[config.mk]
export PLATFORM = sky130hd
export DESIGN_NAME = fetch_ctrl
export DESIGN_NICKNAME = d
export VERILOG_FILES = /design/src/rtl/fetch_pkg.sv /design/src/rtl/fetch_queue.sv /design/src/rtl/fetch_ctrl.sv
export SDC_FILE = /design/constraint.sdc
export NUM_CORES = 1
export LEC_CHECK = 0
export CORE_MARGIN = 3
export CORE_UTILIZATION = 54
export CTS_CLUSTER_DIAMETER = 60
export DETAILED_ROUTE_END_ITERATION = 7
export PLACE_DENSITY = 0.89
export SLEW_MARGIN = 5
export SYNTH_ARGS = -nofsm -noshare
export SYNTH_HDL_FRONTEND = slang
export SYNTH_SLANG_ARGS = --single-unit
[constraint.sdc]
create_clock -name clk -period 4.5 [get_ports clk]
set_input_delay 0.45 -clock clk [delete_from_list [all_inputs] [get_ports clk]]
set_output_delay 0.45 -clock clk [all_outputs]
set_load 0.02 [all_outputs]
[src/rtl/fetch_pkg.sv]
// Shared types and constants for the instruction-fetch sequencer.
package fetch_pkg;

    localparam int INST_BYTES = 4;

    typedef enum logic [1:0] {
        BOOT,
        RUN,
        DRAIN
    } fetch_state_e;

    typedef struct packed {
        logic [63:0] pc;
        logic [31:0] inst;
    } fetch_entry_t;

endpackage

[src/rtl/fetch_queue.sv]
// Synchronous FIFO of fetched {pc,inst} entries; flush wins over push/pop.
module fetch_queue
    import fetch_pkg::*;
#(
    parameter int DEPTH = 4
) (
    input  logic                         clk,
    input  logic                         rst_n,
    input  logic                         push,
    input  fetch_entry_t                 push_data,
    input  logic                         pop,
    input  logic                         flush,
    output fetch_entry_t                 head,
    output logic [$clog2(DEPTH+1)-1:0]   count,
    output logic                         full,
    output logic                         empty
);

    localparam int AW = $clog2(DEPTH);
    localparam int CW = $clog2(DEPTH + 1);

    fetch_entry_t   mem [DEPTH];
    logic [AW-1:0]  wr_ptr;
    logic [AW-1:0]  rd_ptr;
    logic           pop_ok;
    logic           push_ok;

    assign full    = (count == CW'(DEPTH));
    assign empty   = (count == '0);
    assign pop_ok  = pop & !empty;
    // A push into a full queue is only legal when the head leaves in the same cycle.
    assign push_ok = push & (!full | pop_ok);
    assign head    = mem[rd_ptr];

    always_ff @(posedge clk or negedge rst_n) begin
        if (!rst_n) begin
            wr_ptr <= '0;
            rd_ptr <= '0;
            count  <= '0;
        end else if (flush) begin
            wr_ptr <= '0;
            rd_ptr <= '0;
            count  <= '0;
        end else begin
            if (push_ok) wr_ptr <= wr_ptr + AW'(1);
            if (pop_ok)  rd_ptr <= rd_ptr + AW'(1);
            count <= count + CW'(push_ok) - CW'(pop_ok);
        end
    end

    always_ff @(posedge clk) begin
        if (!flush && push_ok) mem[wr_ptr] <= push_data;
    end

    no_overflow: assert property (@(posedge clk) disable iff (!rst_n)
        !(push && full && !pop));

endmodule

[src/rtl/fetch_ctrl.sv]
// Fetch sequencer: issues in-order imem requests under a credit limit, queues
// responses with their PC, and drops responses that belong to a redirected stream.
module fetch_ctrl
    import fetch_pkg::*;
#(
    parameter logic [63:0] RESET_PC = 64'h8000_0000,
    parameter int          DEPTH    = 4,
    parameter int          MAX_OUT  = 2
) (
    input  logic        clk,
    input  logic        rst_n,
    input  logic        redirect_valid,
    input  logic [63:0] redirect_pc,
    output logic        imem_req_valid,
    input  logic        imem_req_ready,
    output logic [63:0] imem_req_addr,
    input  logic        imem_rsp_valid,
    input  logic [31:0] imem_rsp_data,
    output logic        if_valid,
    input  logic        if_ready,
    output logic [31:0] if_inst,
    output logic [63:0] if_pc
);

    localparam int OW = $clog2(MAX_OUT + 1);
    localparam int CW = $clog2(DEPTH + 1);

    fetch_state_e   state, state_next;
    logic [63:0]    pc;
    logic [63:0]    resp_pc;
    logic [63:0]    target;
    logic [OW-1:0]  outstanding;
    logic [OW-1:0]  outstanding_next;
    logic [OW-1:0]  stale;
    logic [OW-1:0]  stale_next;
    logic           req_fire;
    logic           rsp_fire;
    logic           q_push;
    logic           q_pop;
    logic           q_full;
    logic           q_empty;
    logic [CW-1:0]  q_count;
    fetch_entry_t   q_head;
    fetch_entry_t   q_in;

    assign target   = redirect_pc & ~64'h3;
    assign req_fire = imem_req_valid & imem_req_ready;
    assign rsp_fire = imem_rsp_valid;

    // Queue slots plus in-flight requests never exceed DEPTH, so every response has room.
    assign imem_req_valid = (state != BOOT) && !redirect_valid && !q_full
                            && (outstanding < OW'(MAX_OUT))
                            && ((int'(q_count) + int'(outstanding)) < DEPTH);
    assign imem_req_addr  = pc;

    assign q_push = rsp_fire && (stale == '0) && !redirect_valid;
    assign q_pop  = if_valid && if_ready && !redirect_valid;
    assign q_in   = '{pc: resp_pc, inst: imem_rsp_data};

    assign if_valid = !q_empty;
    assign if_pc    = q_empty ? 64'h0 : q_head.pc;
    assign if_inst  = q_empty ? 32'h0 : q_head.inst;

    fetch_queue #(.DEPTH(DEPTH)) u_queue (
        .clk       (clk),
        .rst_n     (rst_n),
        .push      (q_push),
        .push_data (q_in),
        .pop       (q_pop),
        .flush     (redirect_valid),
        .head      (q_head),
        .count     (q_count),
        .full      (q_full),
        .empty     (q_empty)
    );

    always_comb begin
        outstanding_next = outstanding + OW'(req_fire) - OW'(rsp_fire);
        stale_next       = stale;
        // Everything still in flight at a redirect belongs to the abandoned stream.
        if (redirect_valid)
            stale_next = outstanding - OW'(rsp_fire);
        else if (rsp_fire && (stale != '0))
            stale_next = stale - OW'(1);
    end

    always_comb begin
        state_next = state;
        if (redirect_valid) begin
            state_next = (stale_next != '0) ? DRAIN : RUN;
        end else begin
            unique case (state)
                BOOT:    state_next = RUN;
                RUN:     state_next = RUN;
                DRAIN:   state_next = (stale_next == '0) ? RUN : DRAIN;
                default: state_next = BOOT;
            endcase
        end
    end

    always_ff @(posedge clk or negedge rst_n) begin
        if (!rst_n) begin
            state       <= BOOT;
            pc          <= RESET_PC;
            resp_pc     <= RESET_PC;
            outstanding <= '0;
            stale       <= '0;
        end else begin
            state       <= state_next;
            outstanding <= outstanding_next;
            stale       <= stale_next;
            if (redirect_valid) begin
                pc      <= target;
                resp_pc <= target;
            end else begin
                if (req_fire) pc      <= pc + 64'(INST_BYTES);
                if (q_push)   resp_pc <= resp_pc + 64'(INST_BYTES);
            end
        end
    end

endmodule
==> out/qor.yml <==
status: "complete, but fails checks"
failed_checks: "DRC"
power_density_nw_per_um2: 507
clk_path_buf_depth: 3
ctsResizeCount: 0
port_buffers: 257
yosysTopAreaCell: "edfxtp_1"
yosysUniqueCellTypes: 65
core_area_um2: 41100
tightest_slew_ps: 1070
grt_pass1_vias: 15613
ys_warn_count: 0
worst-endpoint-required_ps: 4050
layout.nets: 1947
clk_pin_slew_ps: 60
p_sw_share_pct: 30.0
p_comb_share_pct: 26.9
overflow: 0
cts.sinks: 513
wl_per_cell_um: 23.9
endpoint_kind: "output pin"
clock.fmax_ghz: 0.278
total_power_mw: 14.0
drv_cap: 0
grt_use_total_pct: 25.9
ctsHtreeMaxLevel: 2
syn_to_final_growth_pct: 21.9
post_dp_cell_area_um2: 25800
drtAntennaViolNets: 0
ys_top_cells_by_area: "edfxtp_1, dfrtp_1, mux4_2, and2_1, nand4_1"
hold_viol_final: 0
seq_area_frac_synth_pct: 65.1
async_flop_share_pct: 26.7
via_per_inst: 6.37
drive_above_1_share_pct: 13.2
num_vias: 15325
fp.dieArea_um2: 44400
ys.flop_type: "edfxtp_1"
rsz0062_at_grt: "no"
remaining_drc_errors: 15
synth-seq-cells: 513
rows: 74
p_switching_mw: 4.19
path_class: "reg -> out"
fillers: 2764
synth_area_um2: 22600
skew_ps: 26.0
drtIter0Drc: 1771
min_path_type: "in -> async"
hpwl_um: 37900
stdcell_area_um2: 27600
drt_first_pass_iters: 8
netlist_instances: 1574
slowest_stage: "dfrtp_4"
power_frac_seq_pct: 42.2
antenna_found_initial: 1
start_util_pct: 55.0
tns_ps: 0
start_kind: "flop"
slew_violations: 0
cts_root_buffer: "clkbuf_16"
p_clk_share_pct: 30.9
postCtsSetupBuffers: 0
cts_tree: "yes"
maxSlewHeadroom_pct: 28.9
diodes: 0
grt_max_degree: 81
min_period_over_period_pct: 79.9
critPathArrivalTime_ps: 3140
die_y_um: 211
slowest_delay_ps: 820
path_cells: "buf_12 -> mux4_2 -> and2_1 -> clkdlybuf4s50_1"
place.gp.congestion: 0.894
io_pins: 264
ir_drop_uv: 302
synth_edf_count: 376
p_int_mw: 9.78
cts-hold-fix-buffers: 0
syn_avg_cell_area_um2: 14.4
grt_pass1_wl_um: 89600
dieWidth_um: 211
min_period_ps: 3590
final_util_pct: 67.0
wirelength_um: 57400
numCtsBuffers: 51
leakagePower_nw: 9.22
clk_latency_ps: 590
synth_top_area_share_pct: 49.9
setup_violations: 0
cp_max_fo: 37
==> power by group through the flow <==
stage               sequential [mW]  clock [mW]  combinational [mW]
global placement               5.94           0                3.72
CTS                            5.88        4.38                3.81
detailed placement             5.97           0                3.79
finish                         5.89        4.31                3.76
floorplan                      5.86           0                2.19
global route                   5.94        4.57                4.03
==> critical path: cells and delay by family (launching register included) <==
family                 cells  cell delay [ps]
buffers and inverters      2              970
muxes                      1              560
and+or+nand+nor            1              190
DFF                        1              820
==> final timing paths <==
kind                                         from           endpoint  slack [ps]  depth (start not counted)
worst max register to register     outstanding[1]  imem_req_addr[53]        1560                          7
worst min-delay path                        rst_n  imem_req_addr[13]          20                          1
worst max-delay path            u_queue.rd_ptr[0]          if_pc[42]         910                          4
max in group asynchronous                   rst_n  imem_req_addr[57]        3450                          2
worst min register to register           state[1]           state[0]         550                          1
min in group clk                   redirect_valid  u_queue.rd_ptr[1]         350                          2
==> flip-flops by register name (all words and copies together), names as in the netlist <==
register        cells
u_queue.mem       376
state               2
u_queue.rd_ptr      2
outstanding         2
u_queue.wr_ptr      2
imem_req_addr      62
u_queue.count       3
resp_pc            62
stale               2
==> placed cells by master (no fill, tap or decap), types with 6 or more instances in the layout <==
cell type / instances
a21oi_1: 25
a31oi_1: 24
and2_1: 103
and3_1: 21
and4_1: 14
buf_12: 8
buf_4: 22
clkbuf_1: 11
clkbuf_16: 53
clkdlybuf4s50_1: 255
clkinv_2: 7
clkinvlp_4: 6
dfrtp_1: 133
edfxtp_1: 376
ha_1: 13
inv_1: 29
mux2_2: 19
mux2i_1: 7
mux4_2: 94
nand2_1: 98
nand2b_1: 6
nand3_1: 83
nand4_1: 72
nor2_1: 60
nor3_1: 23
nor4_1: 26
o211ai_1: 30
o21ai_0: 58
o311ai_0: 13
or3_1: 23
or4_1: 19
xnor2_1: 27
xor2_1: 28
==> stage by stage <==
stage,instances,hold WS (ps),setup WS [ps]
floorplan,1577,154,436
global placement,2310,517,1310
detailed placement,2310,530,1230
CTS,2404,57.4,813
global route,2404,113,697
finish,2404,17.1,906
==> layer usage <==
metal | global-route usage (%) | wire (um)
met5 | 0 | 11
met4 | 9.47 | 1860
met3 | 5.05 | 5500
met2 | 41.2 | 27400
met1 | 36.4 | 22600
==> area by class of cell <==
type | count | area (um2) | area share (%)
inverters | 30 | 113 | 0.409
repair buffers | 285 | 2880 | 10.4
well taps | 532 | 666 | 2.42
multi-input cells | 950 | 7460 | 27.1
flip-flops and latches | 513 | 14700 | 53.5
clock inverters | 26 | 288 | 1.04
clock buffers | 68 | 1420 | 5.14
==> Yosys cell counts (3+ instances only) <==
master / instances
nor4_1: 26
o21ai_0: 58
or2_2: 3
mux2_2: 19
ha_1: 13
and4_1: 14
and2_1: 107
or4_1: 19
nor2b_1: 5
nor2_1: 60
buf_1: 14
nand3b_1: 3
buf_4: 4
o311ai_0: 13
or3_1: 24
clkbuf_1: 63
o31ai_1: 4
a21oi_1: 25
mux4_2: 94
nand2_1: 98
edfxtp_1: 376
a31oi_1: 24
nor3_1: 24
and3_1: 21
nand4_1: 72
xor2_1: 28
nand2b_1: 6
dfrtp_1: 135
inv_1: 29
nand3_1: 83
xnor2_1: 27
mux2i_1: 7
o211ai_1: 30
o31a_1: 4
==> cells by family after synthesis <==
group,synth area share (%)
buffers and inverters,2.00
other,0.0166
AO/OA/AOI/OAI,5.15
adder cells (fa/ha/maj),0.808
flip-flops,65.1
XOR/XNOR,2.13
multiplexers,10.6
AND/OR/NAND/NOR,14.2
Note: power is estimated with default switching activity, not from simulation.
